File: src/rtl/map_inflation_pkg.sv
// Shared definitions for the map-inflation pipeline schedulers.
// Contents:
//   DEF_*        default widths used by blocks in this pipeline
//   arb_state_e  packet arbiter FSM state encoding
//   clog2_min1   ceil(log2(value)), never less than 1 (counter/index sizing)
package map_inflation_pkg;

    localparam int unsigned DEF_NUM_REQ      = 3;
    localparam int unsigned DEF_DATA_WIDTH   = 18;
    localparam int unsigned DEF_ID_WIDTH     = 2;
    localparam int unsigned DEF_IDLE_TIMEOUT = 16;

    typedef enum logic [0:0] {
        ST_IDLE = 1'b0,
        ST_BUSY = 1'b1
    } arb_state_e;

    function automatic int unsigned clog2_min1(input int unsigned value);
        int unsigned w;
        w = 1;
        while ((64'd1 << w) < 64'(value)) begin
            w++;
        end
        return w;
    endfunction

endpackage

File: src/rtl/rr_pick.sv
// Combinational rotating-priority encoder.
// Scans req_i starting at index ptr_i upward, wrapping to 0, and returns the
// first requesting index.
// Ports:
//   req_i  request vector, one bit per requester
//   ptr_i  index holding highest priority this cycle (must be < NUM_REQ)
//   idx_o  selected index (0 when no request)
//   any_o  high when at least one request is present
module rr_pick #(
    parameter int unsigned NUM_REQ  = 3,
    parameter int unsigned ID_WIDTH = 2
) (
    input  logic [NUM_REQ-1:0]  req_i,
    input  logic [ID_WIDTH-1:0] ptr_i,
    output logic [ID_WIDTH-1:0] idx_o,
    output logic                any_o
);

    logic                hi_found;
    logic                lo_found;
    logic [ID_WIDTH-1:0] hi_idx;
    logic [ID_WIDTH-1:0] lo_idx;

    // The wrapped scan equals "lowest request at or above ptr, otherwise the
    // lowest request overall", which avoids a variable-indexed rotation.
    always_comb begin
        hi_found = 1'b0;
        lo_found = 1'b0;
        hi_idx   = '0;
        lo_idx   = '0;
        for (int unsigned j = 0; j < NUM_REQ; j++) begin
            if (req_i[j]) begin
                if (!hi_found && (32'(ptr_i) <= j)) begin
                    hi_found = 1'b1;
                    hi_idx   = ID_WIDTH'(j);
                end
                if (!lo_found) begin
                    lo_found = 1'b1;
                    lo_idx   = ID_WIDTH'(j);
                end
            end
        end
        any_o = lo_found;
        idx_o = hi_found ? hi_idx : lo_idx;
    end

endmodule

File: src/rtl/packet_rr_arbiter.sv
// Packet-aware, work-conserving round-robin arbiter: NUM_REQ AXI-Stream
// requesters share one registered AXI-Stream master. A grant is held until the
// requester's tlast beat is accepted, or until the requester has shown no
// valid for IDLE_TIMEOUT consecutive cycles (forced release, sticky error).
// Ports:
//   clk, rstn          clock (rising edge), asynchronous active-low reset
//   s_axis_t*          requester streams; data of requester i at [i*DATA_WIDTH +: DATA_WIDTH]
//   s_axis_tready      combinational, only the granted bit can be high
//   m_axis_t*          registered master stream; m_axis_tid = source requester
//   err_timeout        sticky, set on forced release, cleared only by reset
//   grant_active       high while a grant is held (BUSY)
module packet_rr_arbiter
    import map_inflation_pkg::*;
#(
    parameter int unsigned NUM_REQ      = DEF_NUM_REQ,
    parameter int unsigned DATA_WIDTH   = DEF_DATA_WIDTH,
    parameter int unsigned ID_WIDTH     = DEF_ID_WIDTH,
    parameter int unsigned IDLE_TIMEOUT = DEF_IDLE_TIMEOUT
) (
    input  logic                          clk,
    input  logic                          rstn,
    input  logic [NUM_REQ-1:0]            s_axis_tvalid,
    input  logic [DATA_WIDTH*NUM_REQ-1:0] s_axis_tdata,
    input  logic [NUM_REQ-1:0]            s_axis_tlast,
    output logic [NUM_REQ-1:0]            s_axis_tready,
    output logic                          m_axis_tvalid,
    output logic [DATA_WIDTH-1:0]         m_axis_tdata,
    output logic                          m_axis_tlast,
    output logic [ID_WIDTH-1:0]           m_axis_tid,
    input  logic                          m_axis_tready,
    output logic                          err_timeout,
    output logic                          grant_active
);

    localparam int unsigned         CNT_WIDTH = clog2_min1(IDLE_TIMEOUT);
    localparam logic [CNT_WIDTH-1:0] CNT_LAST = CNT_WIDTH'(IDLE_TIMEOUT - 1);
    localparam logic [ID_WIDTH-1:0]  LAST_IDX = ID_WIDTH'(NUM_REQ - 1);

    arb_state_e            state_q, state_d;
    logic [ID_WIDTH-1:0]   rr_ptr_q, rr_ptr_d;
    logic [ID_WIDTH-1:0]   grant_q, grant_d;
    logic [CNT_WIDTH-1:0]  idle_cnt_q, idle_cnt_d;
    logic                  m_valid_q, m_valid_d;
    logic [DATA_WIDTH-1:0] m_data_q, m_data_d;
    logic                  m_last_q, m_last_d;
    logic [ID_WIDTH-1:0]   m_tid_q, m_tid_d;
    logic                  err_q, err_d;

    logic                  pick_any;
    logic [ID_WIDTH-1:0]   pick_idx;
    logic                  sel_valid;
    logic                  sel_last;
    logic [DATA_WIDTH-1:0] sel_data;
    logic                  busy;
    logic                  room;
    logic                  accept;
    logic [ID_WIDTH-1:0]   next_ptr;

    rr_pick #(
        .NUM_REQ  (NUM_REQ),
        .ID_WIDTH (ID_WIDTH)
    ) u_pick (
        .req_i (s_axis_tvalid),
        .ptr_i (rr_ptr_q),
        .idx_o (pick_idx),
        .any_o (pick_any)
    );

    // Mux the granted requester's stream.
    always_comb begin
        sel_valid = 1'b0;
        sel_last  = 1'b0;
        sel_data  = '0;
        for (int unsigned i = 0; i < NUM_REQ; i++) begin
            if (grant_q == ID_WIDTH'(i)) begin
                sel_valid = s_axis_tvalid[i];
                sel_last  = s_axis_tlast[i];
                sel_data  = s_axis_tdata[i*DATA_WIDTH +: DATA_WIDTH];
            end
        end
    end

    assign busy     = (state_q == ST_BUSY);
    // Output register can take a beat when empty or draining this cycle.
    assign room     = !m_valid_q || m_axis_tready;
    assign accept   = busy && sel_valid && room;
    assign next_ptr = (grant_q == LAST_IDX) ? '0 : grant_q + ID_WIDTH'(1);

    always_comb begin
        for (int unsigned i = 0; i < NUM_REQ; i++) begin
            s_axis_tready[i] = busy && room && (grant_q == ID_WIDTH'(i));
        end
    end

    always_comb begin
        state_d    = state_q;
        rr_ptr_d   = rr_ptr_q;
        grant_d    = grant_q;
        idle_cnt_d = idle_cnt_q;
        m_valid_d  = m_valid_q;
        m_data_d   = m_data_q;
        m_last_d   = m_last_q;
        m_tid_d    = m_tid_q;
        err_d      = err_q;

        unique case (state_q)
            ST_IDLE: begin
                // The previous packet's last beat may still be draining.
                if (m_axis_tready) begin
                    m_valid_d = 1'b0;
                end
                if (pick_any) begin
                    grant_d    = pick_idx;
                    idle_cnt_d = '0;
                    state_d    = ST_BUSY;
                end
            end
            ST_BUSY: begin
                if (accept) begin
                    m_valid_d  = 1'b1;
                    m_data_d   = sel_data;
                    m_last_d   = sel_last;
                    m_tid_d    = grant_q;
                    idle_cnt_d = '0;
                    if (sel_last) begin
                        state_d  = ST_IDLE;
                        rr_ptr_d = next_ptr;
                    end
                end else begin
                    if (m_axis_tready) begin
                        m_valid_d = 1'b0;
                    end
                    if (sel_valid) begin
                        // Stalled by downstream, not by the requester.
                        idle_cnt_d = '0;
                    end else if (idle_cnt_q == CNT_LAST) begin
                        // Stalled requester: drop the grant, packet left open.
                        state_d    = ST_IDLE;
                        rr_ptr_d   = next_ptr;
                        err_d      = 1'b1;
                        idle_cnt_d = '0;
                    end else begin
                        idle_cnt_d = idle_cnt_q + CNT_WIDTH'(1);
                    end
                end
            end
            default: state_d = ST_IDLE;
        endcase
    end

    always_ff @(posedge clk or negedge rstn) begin
        if (!rstn) begin
            state_q    <= ST_IDLE;
            rr_ptr_q   <= '0;
            grant_q    <= '0;
            idle_cnt_q <= '0;
            m_valid_q  <= 1'b0;
            m_data_q   <= '0;
            m_last_q   <= 1'b0;
            m_tid_q    <= '0;
            err_q      <= 1'b0;
        end else begin
            state_q    <= state_d;
            rr_ptr_q   <= rr_ptr_d;
            grant_q    <= grant_d;
            idle_cnt_q <= idle_cnt_d;
            m_valid_q  <= m_valid_d;
            m_data_q   <= m_data_d;
            m_last_q   <= m_last_d;
            m_tid_q    <= m_tid_d;
            err_q      <= err_d;
        end
    end

    assign m_axis_tvalid = m_valid_q;
    assign m_axis_tdata  = m_data_q;
    assign m_axis_tlast  = m_last_q;
    assign m_axis_tid    = m_tid_q;
    assign err_timeout   = err_q;
    assign grant_active  = busy;

endmodule

File: config.mk
export PLATFORM = sky130hd
export DESIGN_NAME = packet_rr_arbiter
export DESIGN_NICKNAME = d
export VERILOG_FILES = /design/src/rtl/map_inflation_pkg.sv /design/src/rtl/rr_pick.sv /design/src/rtl/packet_rr_arbiter.sv
export SDC_FILE = /design/constraint.sdc
export NUM_CORES = 1
export LEC_CHECK = 0
export CORE_ASPECT_RATIO = 0.7
export CORE_MARGIN = 5
export CORE_UTILIZATION = 37
export DETAILED_ROUTE_END_ITERATION = 10
export GPL_ROUTABILITY_DRIVEN = 0
export PLACE_DENSITY = 0.76
export SLEW_MARGIN = 20
export SYNTH_ARGS = -nofsm -noshare
export SYNTH_HDL_FRONTEND = slang
export SYNTH_SLANG_ARGS = --single-unit
File: constraint.sdc
create_clock -name clk -period 1.8 [get_ports clk]
set_clock_uncertainty 0.1 [all_clocks]
set_input_delay 0.27 -clock clk [delete_from_list [all_inputs] [get_ports clk]]
set_output_delay 0.27 -clock clk [all_outputs]
set_load 0.05 [all_outputs]
Word-level counts from Yosys, hierarchy flattened
Cells that the tools add are included.
Widths: inputs -> output; s select.
{"block": "totals", "regBits": 32, "output_inout_bits": 27, "elab_cells": 87}
{"block": "classes", "mux": 46, "n_eq_ne": 6, "bitwise_logic": 3, "magnitude_cmp": 3, "reduce_logical": 18, "addsub": 2}
{"cell": "$mux 18", "count": 3}
{"cell": "$mux 1", "count": 24}
{"cell": "$mux 2", "count": 12}
{"cell": "$mux 4", "count": 4}
{"cell": "$logic_and 1x1->1", "count": 8}
{"cell": "$pmux 4 s2", "count": 1}
{"cell": "$reduce_and 4->1", "count": 2}
{"cell": "$add 4x1->4 const B", "count": 1}
{"cell": "$eq 4x4->1 const B", "count": 1}
{"cell": "$le 2x1->1 const B", "count": 2}
{"cell": "$ne 2x2->1 const B", "count": 2}
{"cell": "$pmux 1 s2", "count": 2}
{"cell": "$reduce_and 2->1", "count": 2}
{"cell": "$logic_not 1->1", "count": 3}
{"cell": "$not 1->1", "count": 3}
{"cell": "$add 2x1->2 const B", "count": 1}
{"cell": "$eq 2x1->1 const B", "count": 1}
{"cell": "$eq 2x2->1 const B", "count": 1}
{"cell": "$le 2x2->1 const B", "count": 1}
{"cell": "$logic_not 2->1", "count": 1}
{"cell": "$ne 2x1->1 const B", "count": 1}
{"cell": "$reduce_bool 2->1", "count": 1}
{"cell": "$logic_or 1x1->1", "count": 1}

Logic depth before layout (Yosys ltp)
{"block": "logic_depth", "word_depth": 12, "ltp_mapped": 7, "depth_no_buf": 5}

Cells and area by module
A second synthesis with hierarchy kept.
{"block": "unflattened", "hier_cells": 170, "hier_area_um2": 1905.6}
{"mod": "packet_rr_arbiter", "seq_area_each_um2": 800.8, "cells_per_inst": 162, "instances": 1, "area_each_um2": 1848.0}
{"mod": "rr_pick", "seq_area_each_um2": 0.0, "cells_per_inst": 8, "instances": 1, "area_each_um2": 57.6}

Worst setup path before layout
Ideal clock, no wire load.
{"block": "synth_path", "path_kind": "register -> output", "startpoint": "register state_q (netlist: grant_active)", "endpoint": "output s_axis_tready[0]", "arrival_ns": 2.035, "n_path_buf": 0, "required_time_ns": 1.430, "path_stages_with_launch": 3, "path_slack_ns": -0.605, "cell_sequence": "dfrtp_1 -> nand2_1 -> nor3_1"}
{"block": "synth_between", "elab_chain_cells": 2}
{"element": "start, declared", "line_no": "packet_rr_arbiter.sv:39", "rtl": "arb_state_e state_q, state_d;"}
{"element": "start signal, assigned", "line_no": "packet_rr_arbiter.sv:163", "rtl": "state_q <= state_d;"}
{"element": "$logic_and 1x1->1 (2 in a row)", "line_no": "packet_rr_arbiter.sv:91", "rtl": "s_axis_tready[i] = busy && room && (grant_q == ID_WIDTH'(i));"}
{"element": "end, declared", "line_no": "packet_rr_arbiter.sv:25", "rtl": "output logic [NUM_REQ-1:0] s_axis_tready,"}
No other way between the ends.

Worst setup path after layout
{"block": "layout_path", "startpoint": "register grant_q[0]", "endpoint": "register m_data_q[11] (netlist: m_axis_tdata[11])"}
{"block": "layout_between", "elab_chain_cells": 7}
{"element": "start, declared", "line_no": "packet_rr_arbiter.sv:41", "rtl": "logic [ID_WIDTH-1:0] grant_q, grant_d;"}
{"element": "start signal, assigned", "line_no": "packet_rr_arbiter.sv:165", "rtl": "grant_q <= grant_d;"}
{"element": "$logic_not 2->1", "line_no": "packet_rr_arbiter.sv:75", "rtl": "if (grant_q == ID_WIDTH'(i)) begin"}
{"element": "$mux 1 (3 in a row)", "line_no": "packet_rr_arbiter.sv:75"}
{"element": "$logic_and 1x1->1 (2 in a row)", "line_no": "packet_rr_arbiter.sv:86", "rtl": "assign accept = busy && sel_valid && room;"}
{"element": "$reduce_and 2->1 (no line)"}
{"element": "end signal, assigned", "line_no": "packet_rr_arbiter.sv:168", "rtl": "m_data_q <= m_data_d;"}
{"element": "end, declared", "line_no": "packet_rr_arbiter.sv:44", "rtl": "logic [DATA_WIDTH-1:0] m_data_q, m_data_d;"}
Parallel ways exist; a longest one is shown, timed or not.
A chain may end at the register's enable or synchronous reset.

==> flow_metrics.env <==
export IMPL_run_status="complete, but fails checks"
export IMPL_violations="setup timing"
export IMPL_clock_sinks=32
export IMPL_yosys_warnings=0
export IMPL_comb_power_share=0.690
export IMPL_clockRootBuffer="clkbuf_8"
export IMPL_antenna_left=0
export IMPL_synth_top_family_by_area="multiplexers"
export IMPL_p_sw_mw=2.72
export IMPL_r2r_slack_ps=-50
export IMPL_finalSetupViolations=24
export IMPL_crit_buf_inv=2
export IMPL_synth_fa_ha_area_frac=0.00653
export IMPL_drt_initial_drc_count=42
export IMPL_synth_largest_area_cell="dfrtp_1"
export IMPL_io_buffers=89
export IMPL_vias=1774
export IMPL_synthTopCellsByArea="dfrtp_1 42%, mux2_4 16%, mux2i_1 9.9%"
export IMPL_cpLargestDelayFamily="multiplexers"
export IMPL_drt_total_wl_mm=5.82
export IMPL_ys_flop_type="dfrtp_1"
export IMPL_initial_core_util=0.392
export IMPL_hold_path_class="in2async"
export IMPL_syn_avg_cell_area_um2=11.1
export IMPL_maxSlewHeadroom=0.730
export IMPL_netlist_area_mm2=0.00192
export IMPL_most_common_layout_cells="61 x clkdlybuf4s50_1, 52 x buf_4, 30 x dfrtp_1"
export IMPL_drtPass1Iterations=4
export IMPL_regArea_um2=803
export IMPL_grt_start_max_net_pins=33
export IMPL_fmax_mhz=540
export IMPL_final_common_cell="clkdlybuf4s50_1"
export IMPL_min_period_ps=1850
export IMPL_pwr_share_clk=0.094
export IMPL_switching_share=0.450
export IMPL_yosysSeqAreaShare=0.418
export IMPL_maxSlewViolCount=0
export IMPL_reg2regPathDepth=6
export IMPL_ir_worst_vdd_v=0.00101
export IMPL_hpwl_mm=4.37
export IMPL_fin_ws_ps=-51.4
export IMPL_holdBufCountCts=0
export IMPL_areaGrowthSynthToFinish_pct=72.2
export IMPL_slowest_stage="dfrtp_2"
export IMPL_cp_max_fo=20
export IMPL_antenna_cells=0
export IMPL_synth_top_area_frac=0.418
export IMPL_synth_compound_area_share=0.134
export IMPL_crit_type="reg2reg"
export IMPL_yosys_area_share_simple=0.120
export IMPL_synth_edf_count=0
export IMPL_drt_wirelength_per_cell_um=16.0
export IMPL_final_setup_tns_ps=-985
export IMPL_power_total_mw=6.04
export IMPL_leakage_nw=1.49
export IMPL_r2r_end="m_axis_tdata[11]"
export IMPL_finalNetCount=357
export IMPL_dieArea_mm2=0.00674
export IMPL_fp_coreArea_mm2=0.00489
export IMPL_cts_htree_levels=2
export IMPL_worst_setup_path_end_kind="register"
export IMPL_grt_ovfl_total=0
export IMPL_clock_path_buffers=2
export IMPL_cts_tree="yes"
export IMPL_fp_dieW_um=96
export IMPL_post_route_period_util=1.03
export IMPL_pwr_share_seq=0.216
export IMPL_cp_start_kind="register"
export IMPL_critPathMaxStageDelay_ps=460
export IMPL_post_route_util=0.675
export IMPL_tightest_slew_ps=405
export IMPL_nFillCells=392
export IMPL_drcViolationCount=0
export IMPL_synthDistinctLibCells=33
export IMPL_grt_pass1_wl_mm=9.48
export IMPL_rows=21
export IMPL_drv_cap=0
export IMPL_die_h_um=70.2
export IMPL_crit_arrival_ps=1910
export IMPL_synth_cells=172
export IMPL_reg2reg_from="grant_q[0]"
export IMPL_viasPerCell=4.89
export IMPL_synth_xor_area_share=0
export IMPL_grt_pass1_vias=1804
export IMPL_numCtsBuffers=5
export IMPL_track_usage=0.178
export IMPL_synthMuxAreaShare=0.285
export IMPL_ys_ff_latch=32
export IMPL_syn_nets=236
export IMPL_rsz0062_at_grt="yes"
export IMPL_cp_required_ps=1860
export IMPL_crit_path_frequent_cell="buf_12"
export IMPL_p_per_area_mw_per_mm2=1830
export IMPL_path_clk_slew_ps=70
export IMPL_ys_async_sr_fraction=1.00
export IMPL_multi_input_area_mm2=0.00111
export IMPL_hold_viol=0
export IMPL_grt_antenna_before_repair=0
export IMPL_clk_latency_ps=280
export IMPL_io_pins=90
export IMPL_cp_cell_sequence="buf_12 > mux2i_4 > o21a_4 > nor2_4 > buf_12 > mux2_4"
export IMPL_drive_gt1_frac=0.371
export IMPL_p_int_mw=3.32
==> how the worst max path moves through the flow <==
stage | to | cells after the start | from
after floorplan | m_axis_tdata[0] | 4 | grant_active
after CTS | m_axis_tdata[11] | 6 | grant_q[0]
final | m_axis_tdata[11] | 6 | grant_q[0]
after global placement | rr_ptr_q[1] | 5 | s_axis_tvalid[1]
after detailed placement | rr_ptr_q[1] | 5 | m_axis_tready
after global routing | m_axis_tdata[0] | 6 | grant_q[0]
==> flip-flops by register name (all words and copies together) (netlist names), 2 cells and up <==
signal        count
grant_q           2
m_axis_tid        2
rr_ptr_q          2
m_axis_tdata     18
idle_cnt_q        4
==> cell type report <==
cell class	instances	area share
timing repair buffer	125	0.364
sequential	32	0.243
tap	69	0.0262
clock inverter	2	0.00303
clock buffer	6	0.0250
multi-input combinational	129	0.338
==> power by group through the flow <==
stage,registers (mW),clock network [mW],logic (mW)
6_report,1.30,0.569,4.16
5_1_grt,1.35,0.614,4.40
4_1_cts,1.30,0.578,3.96
3_5_place_dp,1.30,0,3.80
3_3_place_gp,1.31,0,3.72
2_1_floorplan,2.08,0,1.76
==> cell families after synthesis <==
family          Yosys count
buf+inv                  11
simple gates             47
compound gates           38
fa+ha+maj                 1
mux                      43
flops                    32
==> what timing repair did <==
action                                  in CTS  in global routing
resized for setup                           10                 10
endpoints found under the setup margin      26                 27
setup buffers                                4                 10
pin swaps                                    1                  4
==> metrics by stage <==
step | setup WS, ps | cells | hold slack (ps) | instance area, µm²
2_1_floorplan | -39.1 | 172 | -126 | 1930
3_3_place_gp | -188 | 341 | 360 | 3000
3_5_place_dp | -234 | 341 | 381 | 3000
4_1_cts | -63.5 | 353 | 307 | 3170
5_1_grt | -113 | 363 | 338 | 3300
6_report | -51.4 | 363 | 289 | 3300
==> per-layer routing <==
layer,GRT usage,up-vias,share of wire
met4,0.0189,0,0.0031
met2,0.282,49,0.47
met5,0,-,0
met3,0.0526,3,0.066
li1,-,859,-
met1,0.246,863,0.46
==> worst reg2reg max path, stage by stage (launching register included) <==
cell and delay [ps]:
dfrtp_2 460, buf_12 150, mux2i_4 180, o21a_4 230
nor2_4 100, buf_12 200, mux2_4 320
==> cell usage after synthesis (3+ instances only) <==
library cell,count
mux2i_1,19
nand2_1,23
nor2b_1,3
a21oi_1,3
nand2b_1,4
mux2_1,3
nor3_1,4
dfrtp_1,32
nor2_1,3
clkbuf_1,4
buf_6,3
o21ai_0,22
buf_2,4
mux2_4,20
and3_1,3
(Power assumes the default switching activity.)
